--- src/rtl/mic_direction_tracker_pkg.sv ---
// Shared direction codes, FSM encoding and window classifier for the mic direction tracker.
package mic_direction_tracker_pkg;

  localparam int unsigned AMP_W = 16;

  localparam logic [1:0] DIR_NONE   = 2'b00;
  localparam logic [1:0] DIR_LEFT   = 2'b01;
  localparam logic [1:0] DIR_RIGHT  = 2'b10;
  localparam logic [1:0] DIR_CENTER = 2'b11;

  typedef enum logic [1:0] {
    ST_WAIT    = 2'd0,
    ST_ACCUM   = 2'd1,
    ST_COMPUTE = 2'd2,
    ST_DECIDE  = 2'd3
  } state_e;

  // Center when the difference is within a fraction of the louder side.
  function automatic logic [1:0] classify(input logic [AMP_W-1:0] l,
                                          input logic [AMP_W-1:0] r,
                                          input int unsigned      shift);
    logic [AMP_W-1:0] mx;
    logic [AMP_W-1:0] diff;
    mx   = (l > r) ? l : r;
    diff = (l > r) ? (l - r) : (r - l);
    if (l == '0 && r == '0) return DIR_NONE;
    if (diff <= (mx >> shift)) return DIR_CENTER;
    return (l > r) ? DIR_LEFT : DIR_RIGHT;
  endfunction

endpackage

--- src/rtl/mic_direction_tracker_done_edge_capture.sv ---
// One side of the frame pairing: detects a done rise, latches the amplitude and holds a got flag.
module mic_direction_tracker_done_edge_capture
  import mic_direction_tracker_pkg::*;
(
  input  logic             clock,
  input  logic             reset,
  input  logic             done_i,
  input  logic [AMP_W-1:0] amp_i,
  input  logic             clear_i,
  output logic             got_o,
  output logic [AMP_W-1:0] amp_o
);

  logic             done_prev_q;
  logic             got_q, got_d;
  logic [AMP_W-1:0] amp_q, amp_d;
  logic             rise_c;

  // A new rise wins over a clear in the same cycle so no frame is lost.
  always_comb begin
    rise_c = done_i & ~done_prev_q;
    got_d  = got_q;
    amp_d  = amp_q;
    if (clear_i) got_d = 1'b0;
    if (rise_c) begin
      got_d = 1'b1;
      amp_d = amp_i;
    end
  end

  always_ff @(posedge clock) begin
    if (reset) begin
      done_prev_q <= 1'b0;
      got_q       <= 1'b0;
      amp_q       <= '0;
    end else begin
      done_prev_q <= done_i;
      got_q       <= got_d;
      amp_q       <= amp_d;
    end
  end

  assign got_o = got_q;
  assign amp_o = amp_q;

endmodule

--- src/rtl/mic_direction_tracker.sv ---
// Pairs left/right frames, averages a window of pairs, classifies direction and applies
// confirm-count hysteresis before changing the reported direction.
module mic_direction_tracker
  import mic_direction_tracker_pkg::*;
#(
  parameter int unsigned AVG_LOG2       = 2,
  parameter int unsigned DEADBAND_SHIFT = 3,
  parameter int unsigned CONFIRM        = 2,
  parameter int unsigned TIMEOUT        = 1000000
) (
  input  logic             clock,
  input  logic             reset,
  input  logic [AMP_W-1:0] left_amplitude,
  input  logic             left_done,
  input  logic [AMP_W-1:0] right_amplitude,
  input  logic             right_done,
  output logic [1:0]       direction,
  output logic             valid,
  output logic [AMP_W-1:0] left_avg,
  output logic [AMP_W-1:0] right_avg,
  output logic             timeout_err
);

  localparam int unsigned SUM_W  = AMP_W + AVG_LOG2;
  localparam int unsigned CNT_W  = (AVG_LOG2 > 0) ? AVG_LOG2 : 1;
  localparam int unsigned TMR_W  = $clog2(TIMEOUT + 1);
  localparam int unsigned CONF_W = 4;
  localparam logic [CNT_W-1:0] LAST_FRAME = CNT_W'((1 << AVG_LOG2) - 1);

  logic             got_l, got_r;
  logic [AMP_W-1:0] cap_l, cap_r;
  logic             clear_c;

  state_e            state_q, state_d;
  logic [CNT_W-1:0]  frame_cnt_q, frame_cnt_d;
  logic [SUM_W-1:0]  sum_l_q, sum_l_d, sum_r_q, sum_r_d;
  logic [TMR_W-1:0]  timer_q, timer_d, timer_inc;
  logic [1:0]        cand_q, cand_d, prev_cand_q, prev_cand_d;
  logic [CONF_W-1:0] confirm_q, confirm_d;
  logic [1:0]        direction_q, direction_d;
  logic              valid_q, valid_d;
  logic [AMP_W-1:0]  left_avg_q, left_avg_d, right_avg_q, right_avg_d;
  logic              timeout_err_q, timeout_err_d;

  mic_direction_tracker_done_edge_capture u_cap_left (
    .clock   (clock),
    .reset   (reset),
    .done_i  (left_done),
    .amp_i   (left_amplitude),
    .clear_i (clear_c),
    .got_o   (got_l),
    .amp_o   (cap_l)
  );

  mic_direction_tracker_done_edge_capture u_cap_right (
    .clock   (clock),
    .reset   (reset),
    .done_i  (right_done),
    .amp_i   (right_amplitude),
    .clear_i (clear_c),
    .got_o   (got_r),
    .amp_o   (cap_r)
  );

  always_comb begin
    state_d       = state_q;
    frame_cnt_d   = frame_cnt_q;
    sum_l_d       = sum_l_q;
    sum_r_d       = sum_r_q;
    timer_d       = timer_q;
    timer_inc     = timer_q + TMR_W'(1);
    cand_d        = cand_q;
    prev_cand_d   = prev_cand_q;
    confirm_d     = confirm_q;
    direction_d   = direction_q;
    valid_d       = 1'b0;
    left_avg_d    = left_avg_q;
    right_avg_d   = right_avg_q;
    timeout_err_d = 1'b0;
    clear_c       = 1'b0;

    unique case (state_q)
      ST_WAIT: begin
        if (got_l && got_r) begin
          state_d = ST_ACCUM;
        end else if (got_l ^ got_r) begin
          // Half a pair waiting: drop it once the partner is overdue.
          if (timer_inc == TMR_W'(TIMEOUT)) begin
            clear_c       = 1'b1;
            timeout_err_d = 1'b1;
            timer_d       = '0;
          end else begin
            timer_d = timer_inc;
          end
        end else begin
          timer_d = '0;
        end
      end
      ST_ACCUM: begin
        sum_l_d = sum_l_q + SUM_W'(cap_l);
        sum_r_d = sum_r_q + SUM_W'(cap_r);
        clear_c = 1'b1;
        timer_d = '0;
        if (frame_cnt_q == LAST_FRAME) begin
          frame_cnt_d = '0;
          state_d     = ST_COMPUTE;
        end else begin
          frame_cnt_d = frame_cnt_q + CNT_W'(1);
          state_d     = ST_WAIT;
        end
      end
      ST_COMPUTE: begin
        left_avg_d  = AMP_W'(sum_l_q >> AVG_LOG2);
        right_avg_d = AMP_W'(sum_r_q >> AVG_LOG2);
        cand_d      = classify(left_avg_d, right_avg_d, DEADBAND_SHIFT);
        sum_l_d     = '0;
        sum_r_d     = '0;
        state_d     = ST_DECIDE;
      end
      ST_DECIDE: begin
        if (cand_q == prev_cand_q) begin
          if (confirm_q < CONF_W'(CONFIRM)) confirm_d = confirm_q + CONF_W'(1);
        end else begin
          confirm_d   = CONF_W'(1);
          prev_cand_d = cand_q;
        end
        if (confirm_d >= CONF_W'(CONFIRM)) direction_d = cand_q;
        valid_d = 1'b1;
        state_d = ST_WAIT;
      end
      default: state_d = ST_WAIT;
    endcase
  end

  always_ff @(posedge clock) begin
    if (reset) begin
      state_q       <= ST_WAIT;
      frame_cnt_q   <= '0;
      sum_l_q       <= '0;
      sum_r_q       <= '0;
      timer_q       <= '0;
      cand_q        <= DIR_NONE;
      prev_cand_q   <= DIR_NONE;
      confirm_q     <= '0;
      direction_q   <= DIR_NONE;
      valid_q       <= 1'b0;
      left_avg_q    <= '0;
      right_avg_q   <= '0;
      timeout_err_q <= 1'b0;
    end else begin
      state_q       <= state_d;
      frame_cnt_q   <= frame_cnt_d;
      sum_l_q       <= sum_l_d;
      sum_r_q       <= sum_r_d;
      timer_q       <= timer_d;
      cand_q        <= cand_d;
      prev_cand_q   <= prev_cand_d;
      confirm_q     <= confirm_d;
      direction_q   <= direction_d;
      valid_q       <= valid_d;
      left_avg_q    <= left_avg_d;
      right_avg_q   <= right_avg_d;
      timeout_err_q <= timeout_err_d;
    end
  end

  assign direction   = direction_q;
  assign valid       = valid_q;
  assign left_avg    = left_avg_q;
  assign right_avg   = right_avg_q;
  assign timeout_err = timeout_err_q;

endmodule

--- config.mk ---
export PLATFORM = sky130hd
export DESIGN_NAME = mic_direction_tracker
export DESIGN_NICKNAME = d
export VERILOG_FILES = /design/src/rtl/mic_direction_tracker_pkg.sv /design/src/rtl/mic_direction_tracker_done_edge_capture.sv /design/src/rtl/mic_direction_tracker.sv
export SDC_FILE = /design/constraint.sdc
export NUM_CORES = 1
export LEC_CHECK = 0
export BUFFER_PORTS_ARGS = -buffer_cell sky130_fd_sc_hd__buf_2
export CORE_UTILIZATION = 61
export CTS_CLUSTER_DIAMETER = 60
export DETAILED_ROUTE_END_ITERATION = 12
export GPL_TIMING_DRIVEN = 0
export PLACE_DENSITY = 0.81
export SYNTH_ARGS = -nofsm -noshare
export SYNTH_HDL_FRONTEND = slang
export SYNTH_SLANG_ARGS = --single-unit
export TNS_END_PERCENT = 1
--- constraint.sdc ---
create_clock -name clock -period 5.8 [get_ports clock]
set_input_delay 0.29 -clock clock [delete_from_list [all_inputs] [get_ports clock]]
set_output_delay 0.29 -clock clock [all_outputs]
set_load 0.02 [all_outputs]
==> results of run 1 <==
cell families (layout without fill, tap and decap cells):
family | count (synthesis) | after routing | share of synthesized area, %
and+or+nand+nor | 370 | 370 | 19.42
adders and majority gates | 88 | 88 | 12.73
AOI/OAI and AO/OA | 293 | 293 | 20.33
buffers and inverters | 109 | 212 | 5.055
muxes | 52 | 52 | 5.900
xor gates and xnor gates | 51 | 51 | 5.027
DFF | 140 | 140 | 31.54
metal layers:
layer	vias up	global-route usage [%]
li1	4106	-
met1	3857	43.81
met2	288	52.39
met3	39	7.342
met4	0	11.13
met5	-	0
per-stage QoR:
step	worst slack, ns	area (sq um)
final	0.2856	10030
after global routing	0.005432	10030
after CTS	0.3344	10030
after detailed placement	0.3594	9467
after global placement	0.4177	9467
after floorplan	1.267	8886
cells in the mapped netlist, drive strengths merged, types with 4 or more instances:
cell type	count	area (sq um)
a211oi	11	82.58
a21o	14	105.1
a21oi	103	515.5
a22oi	20	150.1
a31oi	9	56.30
a41oi	4	35.03
and2	8	50.05
and3	10	62.56
buf	24	130.1
clkbuf	35	131.4
dfxtp	140	2803
fa	4	80.08
ha	84	1051
inv	49	183.9
mux2i	49	490.5
nand2	121	454.2
nand2b	11	68.82
nand3	19	100.1
nand3b	4	30.03
nand4	12	75.07
nor2	118	442.9
nor2b	16	100.1
nor3	15	75.07
nor4	12	90.09
o211ai	12	103.9
o21a	7	52.55
o21ai	67	335.3
o21bai	6	45.04
o31ai	14	105.1
o41ai	4	35.03
or2	5	31.28
or3	6	37.54
or4	5	41.29
xnor2	34	297.8
xor2	17	148.9
layout make-up:
cell class | count | share of cell area [%]
tap | 180 | 2.246
timing repair buffer | 71 | 3.544
clock inverter | 12 | 1.123
inverter | 50 | 1.872
sequential | 140 | 27.96
buffer | 59 | 2.608
multi-input combinational | 854 | 56.19
clock buffer | 20 | 4.455
path summary, 6_finish.rpt:
path,cells after the start,to,start
setup / recovery,22,cand_q[1],sum_l_q[13]
hold / removal,3,u_cap_right.amp_o[1],right_amplitude[1]
setup reg to reg,22,cand_q[1],sum_l_q[13]
hold reg to reg,2,confirm_q[3],confirm_q[3]
flip-flops by register name, indices dropped and copies added (netlist names), named ones only:
signal and flops:
sum_r_q 18, u_cap_right.done_prev_q 1, state_q 1, timer_q 20, cand_q 2, left_avg 16
valid 1, u_cap_right.amp_o 16, direction 2, u_cap_right.got_o 1, right_avg 16, u_cap_left.amp_o 16
confirm_q 4, u_cap_left.done_prev_q 1, timeout_err 1, prev_cand_q 2, frame_cnt_q 2, sum_l_q 18
u_cap_left.got_o 1
power groups by stage:
stage / logic [mW] / clock network (mW) / registers, mW
after floorplan: 0.700 / 0 / 1.03
after global placement: 0.902 / 0 / 1.04
after detailed placement: 0.918 / 0 / 1.04
after CTS: 0.929 / 1.04 / 1.02
after global routing: 1.04 / 1.08 / 1.03
final: 0.946 / 1.04 / 1.02
worst max-delay path, delay by kind of cell (launching register included):
family	cells	cell delay, ns
simple gates	5	1.58
fa+ha+maj	2	0.55
compound gates	8	1.41
flops	1	0.50
buf+inv	7	1.35
==> flow_summary_export.csv, run 1 <==
group,metric,value,unit
detailed_routing,dr.pass1.iters,5,
final_layout,antenna_cells,0,
final_layout,fin_cells,1386,
timing,max_freq,0.1813,GHz
placement,dp_hpwl,17750,um
power,ir_worst_vdd,0.3002,mV
timing,tns,0,ns
power,pwr-share-clk,34.4,%
grt,grt_max_degree,17,
setup_path,r2r_slack,0.29,ns
die,initial_core_util,63.28,%
cts,root_buffer,"clkbuf_16",
cts,htreeDepth,4,
timing,max_slew_margin,45.74,%
grt,grt_first_pass_wirelength,38340,um
detailed_routing,met2_length,10750,um
run_status,status,"complete, no violations",
cts,cts_buffers,17,
synthesis,synth_area,8886,sq um
synthesis,synth_edf_count,0,
die,die_h,122.7,um
power,powerDensity,299.7,nW/um^2
final_layout,regArea,2804,sq um
power,netSwitchingFraction,34.18,%
setup_path,slowest_delay,0.62,ns
placement,gp_routability_congestion,0.9592,
timing,slew_viol_final,0,
grt,antenna_found_initial,0,
cts,clk_pin_slew,0.06,ns
setup_path,crit_required,6.13,ns
cts,cts_buffer_depth,2,
final_layout,fin_util,71.41,%
timing,final.period_utilization,95.08,%
final_layout,fillers,1136,
placement,io_buffers,71,
detailed_routing,wl,23550,um
synthesis,async_flop_share,0,%
final_layout,drive_gt1_share,10.95,%
timing,timing.hold.ws,0.1000,ns
die,die_x,122.7,um
detailed_routing,wl_per_cell,16.99,um
power,switchingPower,1.027,mW
setup_path,cp_data_arrival_time,5.84,ns
final_layout,fin_nets,1317,
detailed_routing,top_layer_used,"met4",
cts,cts_tree,"done",
setup_path,end_kind,"flop",
cts,cts.sinks,140,
synthesis,syn-num-nets,1227,
final_layout,mostFrequentLayoutCell,"dfxtp_1",
setup_path,cpMostUsedCell,"buf_2",
run,cap_violations,0,
power,leakage,4.242,nW
setup_path,cp_max_fo,10,
timing,setup_viol,0,
placement,dp.cells,1354,
grt,overflow,0,
synthesis,synthCells,1103,
setup_path,worstPathCellList,"inv_1 > ha_1 > buf_2 > nand4_1 > or4_1 > a41oi_1 > and2_1 > buf_2 > buf_6 > buf_4 > buf_4 > buf_2 > nor2_1 > a21oi_1 > ha_1 > o21ai_0 > a21oi_1 > o21a_1 > o21ai_0 > a211oi_1 > or4_1 > o31ai_1",
die,dieArea,15050,sq um
synthesis,avgSynthCellArea,8.056,sq um
grt,track_usage,32.92,%
detailed_routing,drc,0,
setup_path,worstSetupPathType,"flop to flop",
synthesis,ys.flop_type,"dfxtp_1",
timing,fin_crit,5.514,ns
power,fin_total_pwr,3.006,mW
setup_path,cpMaxStageDelayCell,"or4_1",
power,power_frac_seq,34.1,%
final_layout,area_delta_synth_final,12.84,%
final_layout,final_cell_mix,"139 x dfxtp_1, 121 x nand2_1, 118 x nor2_1",
synthesis,ys_ff_latch,140,
cts,ctsHoldBuffers,0,
hold_path,hp-class,"input port to flop",
cts,insertion_delay,0.43,ns
synthesis,yosysSeqAreaShare,31.54,%
final_layout,multi_input_area,5634,sq um
cts,post-cts-setup-buffers,0,
timing,rsz0062_at_grt,"false",
power,cell_internal_pwr,1.978,mW
grt,grt_pass1_vias,7768,
detailed_routing,drtAntennaViolNets,0,
timing,finalHoldViolCount,0,
setup_path,worstSetupStartpointType,"flop",
power,combinationalPowerShare,31.5,%
die,core,14040,sq um
die,rows,43,
die,io_pins,72,
detailed_routing,via_per_inst,5.981,
synthesis,yosysUniqueCellTypes,61,
detailed_routing,drtIter0Drc,550,
detailed_routing,drt-met1-wl,10690,um
timing,max_slew.worst_pin.slew,0.8139,ns
timing,fin_skew,0.01191,ns
synthesis,ys_warn_count,0,
cts,cts.repair.resized,0,
detailed_routing,vias,8290,
detailed_routing,wl_met3,1609,um
Note: power is estimated with default switching activity, not from simulation.
==> inputs of run 2 (changes only) <==
--- a/config.mk
+++ b/config.mk
@@ -5,12 +5,14 @@
 export SDC_FILE = /design/constraint.sdc
 export NUM_CORES = 1
 export LEC_CHECK = 0
+export ABC_AREA = 1
 export BUFFER_PORTS_ARGS = -buffer_cell sky130_fd_sc_hd__buf_2
 export CORE_UTILIZATION = 61
 export CTS_CLUSTER_DIAMETER = 60
 export DETAILED_ROUTE_END_ITERATION = 12
 export GPL_TIMING_DRIVEN = 0
 export PLACE_DENSITY = 0.81
+export SETUP_SLACK_MARGIN = 0.05
 export SYNTH_ARGS = -nofsm -noshare
 export SYNTH_HDL_FRONTEND = slang
 export SYNTH_SLANG_ARGS = --single-unit
==> flow_summary_export.csv, run 2 <==
group,metric,value,unit
run_status,status,"complete, no violations",
cts,clk_pin_slew,0.06,ns
setup_path,ff2ff_path_depth,25,
cts,insertion_delay,0.43,ns
grt,overflow,0,
grt,antenna_found_initial,0,
timing,fin_crit,4.203,ns
cts,cts_buffer_depth,2,
setup_path,crit_required,6.16,ns
run,cap_violations,0,
synthesis,synth_common_cells,"388 x nand2_1, 173 x inv_1, 163 x a21oi_1, 140 x dfxtp_1, 137 x nor2_1",
setup_path,worstSetupStartpointType,"flop",
detailed_routing,drc,0,
detailed_routing,drtIter0Drc,792,
power,power_frac_seq,28.5,%
cts,cts_buffers,17,
hold_path,hp-start,"right_done",
synthesis,synth.top_cell.area_share,29.67,%
detailed_routing,drtAntennaViolNets,0,
synthesis,synth_top_family_by_area,"simple AND/OR/NAND/NOR gates",
cts,post-cts-setup-buffers,0,
die,io_pins,72,
synthesis,yosysSeqAreaShare,29.67,%
cts,cts_tree,"done",
synthesis,synthAdderAreaFrac,11.98,%
final_layout,fin_cells,1741,
power,ir_worst_vdd,0.2696,mV
timing,final.period_utilization,72.46,%
synthesis,muxShareOfSynthArea,0,%
detailed_routing,via_per_inst,5.592,
synthesis,avgSynthCellArea,6.514,sq um
timing,finalHoldViolCount,0,
detailed_routing,vias,9735,
final_layout,final_cell_mix,"388 x nand2_1, 173 x inv_1, 163 x a21oi_1",
synthesis,syn-num-nets,1574,
die,core,15150,sq um
grt,grt_max_degree,17,
placement,dp_hpwl,20560,um
synthesis,ys_ff_latch,140,
placement,dp.cells,1709,
synthesis,synthSimpleGateAreaFrac,29.06,%
setup_path,cp_max_fo,10,
synthesis,yosys.area_share.xor_xnor,2.040,%
placement,place_area,10040,sq um
setup_path,cp_data_arrival_time,4.56,ns
setup_path,end_kind,"flop",
final_layout,mostFrequentLayoutCell,"nand2_1",
power,netSwitchingFraction,40.49,%
power,cell_internal_pwr,2.186,mW
final_layout,antenna_cells,0,
final_layout,largest_reg_flops,20,
detailed_routing,wl_per_cell,15.20,um
power,powerDensity,346.0,nW/um^2
setup_path,r2r_start,"sum_r_q[2]",
power,switchingPower,1.487,mW
final_layout,fin_nets,1664,
cts,cts.repair.resized,0,
power,combinationalPowerShare,42.3,%
synthesis,yosysUniqueCellTypes,48,
final_layout,drive_gt1_share,9.401,%
timing,max_slew.worst_pin.slew,0.6429,ns
cts,htreeDepth,4,
synthesis,synth_largest_area_cell,"dfxtp_1",
setup_path,crit_path_start,"sum_r_q[2]",
die,die_h,126.4,um
placement,io_buffers,71,
power,leakage,5.143,nW
final_layout,area_delta_synth_final,12.40,%
placement,gp_routability_congestion,0.9637,
detailed_routing,wl,26470,um
cts,cts.sinks,140,
timing,tns,0,ns
power,pwr-share-clk,29.2,%
synthesis,yosys.cell_count.top_type,"nand2_1",
synthesis,synthCells,1450,
synthesis,async_flop_share,0,%
final_layout,final_area,10620,sq um
cts,root_buffer,"clkbuf_16",
die,die_x,126.4,um
grt,grt_first_pass_wirelength,43680,um
timing,max_slew_margin,57.14,%
die,rows,45,
cts,ctsHoldBuffers,0,
synthesis,ys.flop_type,"dfxtp_1",
synthesis,synth_area,9445,sq um
synthesis,synth_compound_area_share,18.13,%
timing,setup_viol,0,
final_layout,largestRegisters,"timer_q x20, sum_l_q x18, sum_r_q x18",
final_layout,regArea,2803,sq um
die,initial_core_util,62.36,%
final_layout,top_register,"timer_q",
setup_path,worstSetupPathType,"flop to flop",
die,dieArea,15990,sq um
timing,max_freq,0.2379,GHz
synthesis,ys_top_cells_by_area,"dfxtp_1 30%, nand2_1 15%, ha_1 11%",
timing,fin_skew,0.007140,ns
timing,slew_viol_final,0,
final_layout,fillers,1334,
grt,track_usage,34.60,%
hold_path,hp-class,"input port to flop",
grt,grt_pass1_vias,9041,
hold_path,hold_depth,3,
detailed_routing,dr.pass1.iters,6,
synthesis,ys_warn_count,0,
synthesis,synth_edf_count,0,
timing,rsz0062_at_grt,"false",
final_layout,multi_input_area,5782,sq um
run 2: kinds of logic after synthesis:
kind of cell | count (synthesis)
AND/OR/NAND/NOR | 659
flip-flops | 140
XOR/XNOR | 22
AO/OA/AOI/OAI | 318
buffers and inverters | 223
adder cells (fa/ha/maj) | 88
run 2: final cells by class:
cell class                 count  share of cell area [%]
multi-input combinational   1087                   54.46
clock buffer                  21                   4.431
clock inverter                11                   1.037
tap                          188                   2.216
sequential                   140                   26.40
inverter                     180                   6.364
timing repair buffer          71                   3.347
buffer                        43                   1.744
run 2: worst paths after layout:
| path | endpoint | slack, ns |
|---|---|---|
| setup / recovery | cand_q[0] | 1.60 |
| hold / removal | u_cap_right.done_prev_q | 0.07 |
| setup reg to reg | cand_q[0] | 1.60 |
| hold reg to reg | confirm_q[3] | 0.43 |
run 2: layer usage:
layer | track usage, % | vias to the layer above | wire length [um]
met2 | 57.69 | 344 | 12130
met5 | 0 | - | 0
met3 | 5.272 | 73 | 1677
met4 | 18.00 | 0 | 1077
li1 | - | 4918 | -
met1 | 43.38 | 4400 | 11580
run 2: power groups by stage:
stage | clock (mW) | sequential, mW | combinational [mW]
global route | 1.12 | 1.05 | 1.76
finish | 1.07 | 1.05 | 1.55
global placement | 0 | 1.06 | 1.49
CTS | 1.07 | 1.04 | 1.53
detailed placement | 0 | 1.06 | 1.52
floorplan | 0 | 1.05 | 1.16
run 2: worst max-delay path: stages (launching register included):
cell and delay, ns:
dfxtp_1 0.54, ha_1 0.23, inv_1 0.07, fa_1 0.43, nand2_1 0.13, nand2_1 0.09
nand2_1 0.09, nand2_1 0.06, nand2_1 0.11, nand2_1 0.08, nand2_2 0.13, buf_6 0.17
clkbuf_1 0.41, o21ai_0 0.14, ha_1 0.31, a21oi_1 0.13, nor3_1 0.05, nor3_1 0.20
nand2_1 0.09, nand2_1 0.06, nand2_1 0.04, nand2_1 0.10, nand2_1 0.08, o21bai_1 0.17
nand2_1 0.08, a21oi_1 0.12
run 2: stage by stage:
| stage | total power [mW] | worst slack [ns] | hold slack, ns | utilization [%] |
|---|---|---|---|---|
| global placement | 2.549 | 1.762 | 0.4192 | 66.26 |
| global route | 3.932 | 1.293 | 0.07636 | 70.10 |
| detailed placement | 2.582 | 1.736 | 0.4256 | 66.26 |
| floorplan | 2.202 | 2.611 | 0.4087 | - |
| CTS | 3.647 | 1.684 | 0.07127 | 70.10 |
| finish | 3.673 | 1.597 | 0.07217 | 70.10 |
